**src/rtl/dlx_decode_stage.sv**
```systemverilog
// DLX instruction-decode stage: combinational decode into a single registered bundle
// with valid/ready on both sides, flush, illegal flagging and load-use stalling.
module dlx_decode_stage #(
    parameter  int unsigned XLEN     = 32,
    parameter  int unsigned NREG     = 32,
    parameter  int unsigned LOAD_LAT = 1,
    parameter  int unsigned LINK_REG = 31,
    localparam int unsigned REG_W    = $clog2(NREG)
) (
    input  logic             clk,
    input  logic             reset_n,
    input  logic             in_valid,
    output logic             in_ready,
    input  logic [31:0]      in_instr,
    input  logic             flush,
    output logic             out_valid,
    input  logic             out_ready,
    output logic [3:0]       alu_op,
    output logic [REG_W-1:0] rs1,
    output logic [REG_W-1:0] rs2,
    output logic [REG_W-1:0] rd,
    output logic [XLEN-1:0]  imm,
    output logic             use_imm,
    output logic             is_load,
    output logic             is_store,
    output logic             is_branch,
    output logic             is_jump,
    output logic             link,
    output logic             illegal
);

    typedef enum logic [3:0] {
        ALU_NOP  = 4'd0,  ALU_ADD = 4'd1,  ALU_SUB = 4'd2,  ALU_AND = 4'd3,
        ALU_OR   = 4'd4,  ALU_XOR = 4'd5,  ALU_SLL = 4'd6,  ALU_SRL = 4'd7,
        ALU_SEQ  = 4'd10, ALU_SLE = 4'd11, ALU_SLT = 4'd12, ALU_SNE = 4'd13,
        ALU_SRA  = 4'd14, ALU_LINK = 4'd15
    } alu_e;

    typedef struct packed {
        alu_e             alu_op;
        logic [REG_W-1:0] rs1;
        logic [REG_W-1:0] rs2;
        logic [REG_W-1:0] rd;
        logic [XLEN-1:0]  imm;
        logic             use_imm;
        logic             is_load;
        logic             is_store;
        logic             is_branch;
        logic             is_jump;
        logic             link;
        logic             illegal;
    } bundle_t;

    bundle_t          dec;
    bundle_t          bundle_q;
    logic             valid_q;
    logic             hazard;
    logic             accept;
    logic [5:0]       opcode;
    logic [LOAD_LAT-1:0] sb_v_q;
    logic [REG_W-1:0] sb_rd_q [LOAD_LAT];

    assign opcode = in_instr[31:26];

    always_comb begin
        dec = '0;
        case (opcode)
            6'h00: begin
                dec.rs1 = REG_W'(in_instr[25:21]);
                dec.rs2 = REG_W'(in_instr[20:16]);
                dec.rd  = REG_W'(in_instr[15:11]);
                case (in_instr[5:0])
                    6'h20:   dec.alu_op = ALU_ADD;
                    6'h22:   dec.alu_op = ALU_SUB;
                    6'h24:   dec.alu_op = ALU_AND;
                    6'h25:   dec.alu_op = ALU_OR;
                    6'h26:   dec.alu_op = ALU_XOR;
                    6'h04:   dec.alu_op = ALU_SLL;
                    6'h06:   dec.alu_op = ALU_SRL;
                    6'h28:   dec.alu_op = ALU_SEQ;
                    6'h2c:   dec.alu_op = ALU_SLE;
                    6'h2a:   dec.alu_op = ALU_SLT;
                    6'h29:   dec.alu_op = ALU_SNE;
                    6'h07:   dec.alu_op = ALU_SRA;
                    default: begin
                        dec.illegal = 1'b1;
                        dec.rd      = '0;
                    end
                endcase
            end
            6'h02, 6'h03: begin
                dec.is_jump = 1'b1;
                dec.imm     = XLEN'($signed(in_instr[25:0]));
                if (opcode[0]) begin
                    dec.link   = 1'b1;
                    dec.alu_op = ALU_LINK;
                    dec.rd     = REG_W'(LINK_REG);
                end
            end
            default: begin
                // I-type common fields first; individual opcodes override below
                dec.rs1     = REG_W'(in_instr[25:21]);
                dec.rd      = REG_W'(in_instr[20:16]);
                dec.use_imm = 1'b1;
                dec.imm     = XLEN'($signed(in_instr[15:0]));
                case (opcode)
                    6'h08: dec.alu_op = ALU_ADD;
                    6'h0a: dec.alu_op = ALU_SUB;
                    6'h0c: begin dec.alu_op = ALU_AND; dec.imm = XLEN'(in_instr[15:0]); end
                    6'h0d: begin dec.alu_op = ALU_OR;  dec.imm = XLEN'(in_instr[15:0]); end
                    6'h0e: begin dec.alu_op = ALU_XOR; dec.imm = XLEN'(in_instr[15:0]); end
                    6'h0f: begin
                        dec.alu_op = ALU_OR;
                        dec.rs1    = '0;
                        dec.imm    = XLEN'({in_instr[15:0], 16'h0000});
                    end
                    6'h23: begin dec.alu_op = ALU_ADD; dec.is_load = 1'b1; end
                    6'h2b: begin
                        dec.alu_op   = ALU_ADD;
                        dec.is_store = 1'b1;
                        dec.rs2      = REG_W'(in_instr[20:16]);
                        dec.rd       = '0;
                    end
                    6'h04: begin dec.alu_op = ALU_SEQ; dec.is_branch = 1'b1; dec.rd = '0; end
                    6'h05: begin dec.alu_op = ALU_SNE; dec.is_branch = 1'b1; dec.rd = '0; end
                    6'h12: begin dec.is_jump = 1'b1; dec.rd = '0; dec.imm = '0; end
                    6'h13: begin
                        dec.is_jump = 1'b1;
                        dec.link    = 1'b1;
                        dec.alu_op  = ALU_LINK;
                        dec.rd      = REG_W'(LINK_REG);
                        dec.imm     = '0;
                    end
                    default: begin
                        dec         = '0;
                        dec.illegal = 1'b1;
                    end
                endcase
            end
        endcase
    end

    // Unused source fields decode to 0, so r0 never matches a pending load.
    always_comb begin
        hazard = 1'b0;
        for (int unsigned i = 0; i < LOAD_LAT; i++) begin
            if (sb_v_q[i] && (((dec.rs1 != '0) && (dec.rs1 == sb_rd_q[i])) ||
                              ((dec.rs2 != '0) && (dec.rs2 == sb_rd_q[i]))))
                hazard = 1'b1;
        end
        hazard = hazard & in_valid;
    end

    assign in_ready = (!valid_q || out_ready) && !hazard && !flush;
    assign accept   = in_valid && in_ready;

    always_ff @(posedge clk) begin
        if (!reset_n) begin
            valid_q  <= 1'b0;
            bundle_q <= '0;
        end else if (flush) begin
            valid_q  <= 1'b0;
        end else if (accept) begin
            valid_q  <= 1'b1;
            bundle_q <= dec;
        end else if (out_ready) begin
            valid_q  <= 1'b0;
        end
    end

    // Scoreboard shifts unconditionally; flush leaves it intact since issued loads still land.
    always_ff @(posedge clk) begin
        if (!reset_n) begin
            sb_v_q <= '0;
            for (int unsigned i = 0; i < LOAD_LAT; i++) sb_rd_q[i] <= '0;
        end else begin
            sb_v_q[0]  <= accept && dec.is_load && (dec.rd != '0);
            sb_rd_q[0] <= (accept && dec.is_load) ? dec.rd : '0;
            for (int unsigned i = 1; i < LOAD_LAT; i++) begin
                sb_v_q[i]  <= sb_v_q[i-1];
                sb_rd_q[i] <= sb_rd_q[i-1];
            end
        end
    end

    assign out_valid = valid_q;
    assign alu_op    = bundle_q.alu_op;
    assign rs1       = bundle_q.rs1;
    assign rs2       = bundle_q.rs2;
    assign rd        = bundle_q.rd;
    assign imm       = bundle_q.imm;
    assign use_imm   = bundle_q.use_imm;
    assign is_load   = bundle_q.is_load;
    assign is_store  = bundle_q.is_store;
    assign is_branch = bundle_q.is_branch;
    assign is_jump   = bundle_q.is_jump;
    assign link      = bundle_q.link;
    assign illegal   = bundle_q.illegal;

endmodule

```
**config.mk**
```make
export PLATFORM = sky130hd
export DESIGN_NAME = dlx_decode_stage
export DESIGN_NICKNAME = d
export VERILOG_FILES = /design/src/rtl/dlx_decode_stage.sv
export SDC_FILE = /design/constraint.sdc
export NUM_CORES = 1
export LEC_CHECK = 0
export CAP_MARGIN = 20
export CORE_MARGIN = 4
export CORE_UTILIZATION = 48
export DETAILED_ROUTE_END_ITERATION = 10
export GPL_TIMING_DRIVEN = 0
export PLACE_DENSITY = 0.83
export SKIP_LAST_GASP = 1
export SLEW_MARGIN = 5
export SYNTH_ARGS = -nofsm -noshare
export SYNTH_HDL_FRONTEND = slang
export SYNTH_SLANG_ARGS = --single-unit
```
**constraint.sdc**
```tcl
create_clock -name clk -period 2.8 [get_ports clk]
set_input_delay 0.28 -clock clk [delete_from_list [all_inputs] [get_ports clk]]
set_output_delay 0.28 -clock clk [all_outputs]
set_load 0.01 [all_outputs]
```
; Yosys cells after proc, flatten, opt, wreduce, memory -nomap -nowiden
; Memories as Yosys holds them, arrays and structs flattened.
; Index checks and enable logic that the tools add are counted.
[op_classes]
n_addsub = 0
n_mul = 0
div = 0
order_cmp = 0
eq_ne = 28
n_shift = 0
mux = 33
bitwise = 3
reduce_logical = 33
[op_table]
columns = cell, n
row1 = $pmux W32 S3, 1
row2 = $eq A6 B6 Y1 const B, 11
row3 = $pmux W32 S2, 1
row4 = $pmux W4 S12, 1
row5 = $eq A6 B4 Y1 const B, 6
row6 = $pmux W4 S8, 1
row7 = $eq A6 B3 Y1 const B, 5
row8 = $mux W5, 6
row9 = $reduce_or A12 Y1, 2
row10 = $pmux W10 S2, 1
row11 = $pmux W5 S2, 2
row12 = $mux W1, 15
row13 = $reduce_bool A5 Y1, 3
row14 = $eq A6 B2 Y1 const B, 2
row15 = $eq A6 B5 Y1 const B, 2
row16 = $reduce_or A11 Y1, 1
row17 = $eq A5 B5 Y1, 2
row18 = $reduce_or A2 Y1, 5
row19 = $reduce_or A3 Y1, 3
row20 = $logic_and A1 B1 Y1, 8
row21 = $mux W4, 2
row22 = $pmux W4 S2, 1
row23 = $reduce_or A7 Y1, 1
row24 = $logic_not A6 Y1, 1
row25 = other kinds (10), 14
[word_totals]
register_bits = 60
latchBits = 0
ramBits = 5
romBits = 0
out_inout_bits = 60
elab_cells = 112
memories = 1
[mem_list]
columns = name, depth, width, rd, rd_clocked_by_memory_dff, write_ports, line_no
row1 = sb_rd_q, 1, 5, 1, 0, 1, 61  ; logic [REG_W-1:0] sb_rd_q [LOAD_LAT];

; Longest topological paths before layout
[depth]
word_depth = 17
ltp_mapped = 9

; Worst setup path before layout
; OpenSTA, ideal clock, no wires.
[synth_timing]
kind = input port to flip-flop
start = input port in_instr[29]
end = register sb_v_q
setup_ns = 0.074
arrival_ns = 2.334
required_ns = 2.726
setup_slack_ns = 0.392
path_stages = 7
cell_sequence = or4_4 a2111oi_0 o32ai_1 and4b_4 or4_4 buf_6 a31oi_2
[synth_via]
elab_chain_len = 16
word_cells_on_any_way = 43
cone_classes = eq/ne (16) / mux (8) / bitwise (1) / reduce/logical (18)
[synth_lines]
columns = element, line_no
row1 = from (decl), 14  ; input logic [31:0] in_instr,
row2 = "$eq A6 B3 Y1, or another cell as far along", 106  ; case (opcode)
row3 = $reduce_or A11 Y1 (no line), n/a
row4 = $mux W5, 106
row5 = $pmux W10 S2, 67  ; case (opcode)
row6 = $eq A5 B5 Y1 / $reduce_bool A5 Y1 (equally long branches), 147  ; if (sb_v_q[i] && (((dec.rs1 != '0) && (dec.rs1 == sb_rd_q[i])) ||
row7 = $logic_and A1 B1 Y1, 147
row8 = $logic_or A1 B1 Y1, 147
row9 = $logic_and A1 B1 Y1, 147
row10 = $mux W1, 147
row11 = $and A1 B1 Y1, 151  ; hazard = hazard & in_valid;
row12 = $logic_not A1 Y1, 154  ; assign in_ready = (!valid_q || out_ready) && !hazard && !flush;
row13 = $logic_and A1 B1 Y1 (2 in a row), 154
row14 = $logic_and A1 B1 Y1, 155  ; assign accept = in_valid && in_ready;
row15 = $logic_and A1 B1 Y1, 177  ; sb_v_q[0] <= accept && dec.is_load && (dec.rd != '0);
row16 = $logic_and A1 B1 Y1 *, 177
row17 = "to (signal, indexed assignment)", 180  ; sb_v_q[i] <= sb_v_q[i-1];
row18 = to (decl), 60  ; logic [LOAD_LAT-1:0] sb_v_q;
; Mark *: on every way between the ends. The rest lies on a longest branch, timed or not.
; A chain may end at the register's enable or synchronous reset.

; Worst setup path in the final report
[layout_timing]
start = input port in_instr[27]
end = output port in_ready
[layout_via]
elab_chain_len = 13
word_cells_on_any_way = 32
cone_classes = eq/ne (15) / mux (4) / bitwise (1) / reduce/logical (12)
[layout_lines]
columns = element, line_no
row1 = "$eq A6 B3 Y1, or another cell as far along", 106
row2 = $reduce_or A11 Y1 (no line), n/a
row3 = $mux W5, 106
row4 = $pmux W10 S2 *, 67
row5 = $eq A5 B5 Y1 / $reduce_bool A5 Y1 (equally long branches), 147
row6 = $logic_and A1 B1 Y1, 147
row7 = $logic_or A1 B1 Y1 *, 147
row8 = $logic_and A1 B1 Y1 *, 147
row9 = $mux W1 *, 147
row10 = $and A1 B1 Y1 *, 151
row11 = $logic_not A1 Y1 *, 154
row12 = $logic_and A1 B1 Y1 * (2 in a row), 154
row13 = to (decl), 13  ; output logic in_ready,
; Marks and branches as above.

==> Flow_metrics.wiki <==
{| class="wikitable"
! Metric !! Value
|-
| Final Hold Violating Endpoints || 0
|-
| Critical-path maximum fanout || 6
|-
| Power Dens Cells || 437 nW/um^2
|-
| Clock root cell || clkbuf_8
|-
| RSZ-0062 raised after global routing || no
|-
| Total CTS buffers || 9
|-
| Maximum VDD drop || 193 uV
|-
| Signal arrival time at the worst endpoint || 2.45 ns
|-
| Number of warning messages in the yosys log || 0
|-
| HPWL after detailed placement || 8.51 mm
|-
| Starting utilization of the core area || 0.505
|-
| Synthesized netlist net count || 470
|-
| CORE AREA || 6980 um^2
|-
| Clock edge transition at the registers on the reported setup and hold paths || ~0.06 ns
|-
| Layout overhead on the synthesized area || 37.9%
|-
| Max-slew violation total from the final report || 0
|-
| Sequential fraction of the synthesis area || 0.369
|-
| Clock tree buffer depth || 2
|-
| Antenna diode instance count || 0
|-
| Fill count || around 580
|-
| Number of levels in the clock H-tree || 3
|-
| Detailed-route vias per instance || between 6 and 7
|-
| TritonCTS clock tree || yes
|-
| Placement Rows || 30
|-
| Residual DRC count || 0
|-
| Total GRT Usage || 0.265
|-
| DRT Wirelength || 11.6 mm
|-
| Top-Level Pins || 97
|-
| Synthesized instance count || 433
|-
| Fraction of registers with async set or reset after synthesis || 0
|-
| Antenna violations before repair || 0
|-
| Height of the die || 93.7 um
|-
| Path type of the worst min-delay path || primary input to flip-flop
|-
| Seq cells post-synth || 65
|-
| Highest attainable clock frequency || approximately 0.37 GHz
|-
| Actual slew at the worst max-slew pin || 1.05 ns
|-
| Skew final || 0.0127 ns
|-
| Routed wire per std cell || 17.9 um
|-
| Layout cell share with drive strength beyond 1 || 0.0894
|-
| Total of max-cap violations || 0
|-
| Worst rel slew slack || 0.292
|-
| Predominant post-synthesis flop cell || dfxtp_1
|-
| Wire length of the first global-routing pass || 18.3 mm
|-
| Number of routed nets with antenna violations || 0
|-
| Leakage power of the design || 1.70 nW
|-
| Post-synthesis instance area || 3530 um^2
|-
| Gpl congestion || 1.01
|-
| Nature of the critical path endpoint || output pin
|-
| Worst-Skew Late Latency || 0.34 ns
|-
| Post-layout net count || 580
|-
| Time the worst path needs with I/O delays and setup || 2.73 ns
|-
| DR iter-0 viols || just under 400
|-
| Setup violators final || 0
|-
| Final core occ || 0.696
|-
| Via count of the first global-routing pass || roughly 3,600
|-
| Total congestion overflow || 0
|-
| Critical path class || primary input to output pin
|-
| Area of the multi-input gates || 2060 um^2
|-
| Count of cell types in the netlist || 59
|-
| Slack of the worst reg-to-reg path || 0.49 ns
|-
| Number of flops mapped to enable cells by yosys || 0
|-
| Iteration count of the initial detailed-routing pass || 6
|-
| Largest net degree at the start of global routing || 12
|-
| Total power after layout || around 2.1 mW
|-
| Average size of a mapped cell || 8.15 um^2
|-
| Post-route clock period utilization || 0.974
|-
| Die Wd || roughly 94 um
|-
| Clock sink count || 65
|-
| Flip-flop and latch area || 1300 um^2
|-
| Number of input and output port buffers inserted || 93
|-
| Outcome || finished clean
|-
| Data required time at the worst endpoint || 2.52 ns
|-
| Launching element type of the critical path || primary input
|-
| Number of vias in the routed layout || 3,934
|-
| Die area || 8780 um^2
|}
-- cell usage after synthesis (all sizes together), types with 3 or more instances --
cell type / count / share of area
o21ai: 23 / 0.033
inv: 5 / 0.0053
nor4: 5 / 0.0089
buf: 8 / 0.013
a211oi: 9 / 0.019
a31oi: 5 / 0.011
a21boi: 3 / 0.0064
nand3: 46 / 0.065
nand2b: 12 / 0.021
nor2b: 3 / 0.0053
a311oi: 12 / 0.030
xnor2: 5 / 0.012
mux2i: 28 / 0.079
clkbuf: 35 / 0.037
o32ai: 4 / 0.0099
nor3: 5 / 0.0071
dfxtp: 65 / 0.37
nand2: 50 / 0.053
a21oi: 35 / 0.050
a2111oi: 4 / 0.015
a22oi: 9 / 0.019
xor2: 3 / 0.0075
or4: 4 / 0.011
nor2: 14 / 0.015
a221oi: 6 / 0.015
-- critical path, stage by stage --
cell	delay, ns
dlygate4sd2_1	0.29
or4_4	0.59
a2111oi_4	0.48
xnor2_2	0.17
nand4b_1	0.19
clkbuf_8	0.20
nand2_2	0.06
a21boi_2	0.06
buf_2	0.14
-- logic make-up after synthesis --
group,after synthesis,synth area share
compound gates,124,0.240
xor+xnor,8,0.0199
fa+ha+maj,1,0.00284
buf+inv,48,0.0557
flops,65,0.369
mux,30,0.0858
simple gates,157,0.227
-- path summary, 6_finish.rpt --
path | start | to | depth (start not counted)
worst max-delay path | in_instr[27] | in_ready | 9
worst min-delay path | in_instr[2] | imm[2] | 3
worst max register to register | sb_rd_q[0][0] | imm[17] | 7
worst min register to register | rs2[2] | rs2[2] | 2
-- through the flow --
step	instance area, um^2	cells	setup WS [ns]	setup TNS [ns]	hold WS, ns
after floorplan	3530	433	0.392	0	0.358
after global placement	4580	622	-0.938	-16.72	0.445
after detailed placement	4580	622	-0.996	-21.73	0.451
after CTS	4830	642	0.00354	0	0.347
after global routing	4860	644	0.00723	0	0.383
final	4860	644	0.0740	0	0.356
-- registers in the layout, summed over array words and instances, names as in the netlist --
name and cells:
alu_op 4, illegal 1, imm 32, is_branch 1, is_jump 1, is_load 1, is_store 1, link 1
out_valid 1, rd 5, rs1 5, rs2 5, sb_rd_q 5, sb_v_q 1, use_imm 1
-- placed cells by master, fill, tap and decap left out, types with 6 or more instances in the layout --
| cell | n |
|---|---|
| clkbuf_1 | 31 |
| nand2b_1 | 12 |
| nand3_1 | 46 |
| buf_4 | 6 |
| clkdlybuf4s50_1 | 88 |
| nand2_1 | 49 |
| a311oi_1 | 12 |
| o21ai_1 | 12 |
| a211oi_1 | 9 |
| a21oi_1 | 35 |
| clkbuf_8 | 11 |
| a221oi_1 | 6 |
| nor2_1 | 14 |
| a22oi_1 | 9 |
| mux2i_1 | 28 |
| dfxtp_1 | 65 |
| o21ai_0 | 11 |
-- routing by layer --
| layer | part of all wire | wire length, um | GRT usage |
|---|---|---|---|
| met5 | 0 | 0 | 0 |
| met4 | 0.037 | 425 | 0.105 |
| met3 | 0.11 | 1290 | 0.0545 |
| met1 | 0.40 | 4650 | 0.355 |
| met2 | 0.45 | 5190 | 0.415 |
-- power breakdown --
group	switching, mW	total (mW)	leakage, nW	internal (mW)
sequential	0.0149	0.964	0.527	0.949
clock	0.364	0.796	0.0953	0.432
combinational	0.204	0.366	1.08	0.162
total	0.583	2.13	1.70	1.54
-- cell type report --
type                    instances  share of cell area
repair buffers                 99               0.200
inverters                       5             0.00386
clock inverters                 5              0.0113
multi-input cells             320               0.424
plain buffers                  43              0.0396
well taps                      96              0.0247
flip-flops and latches         65               0.268
clock buffers                  11              0.0291
-- repair_timing --
action | CTS | global route
setup endpoints to repair | 19 | 28
hold buffers | 0 | 0
pin swaps | 5 | 3
resized for setup | 16 | 9
setup buffers | 4 | 1
No activity file was read; power rests on OpenSTA's default activity.
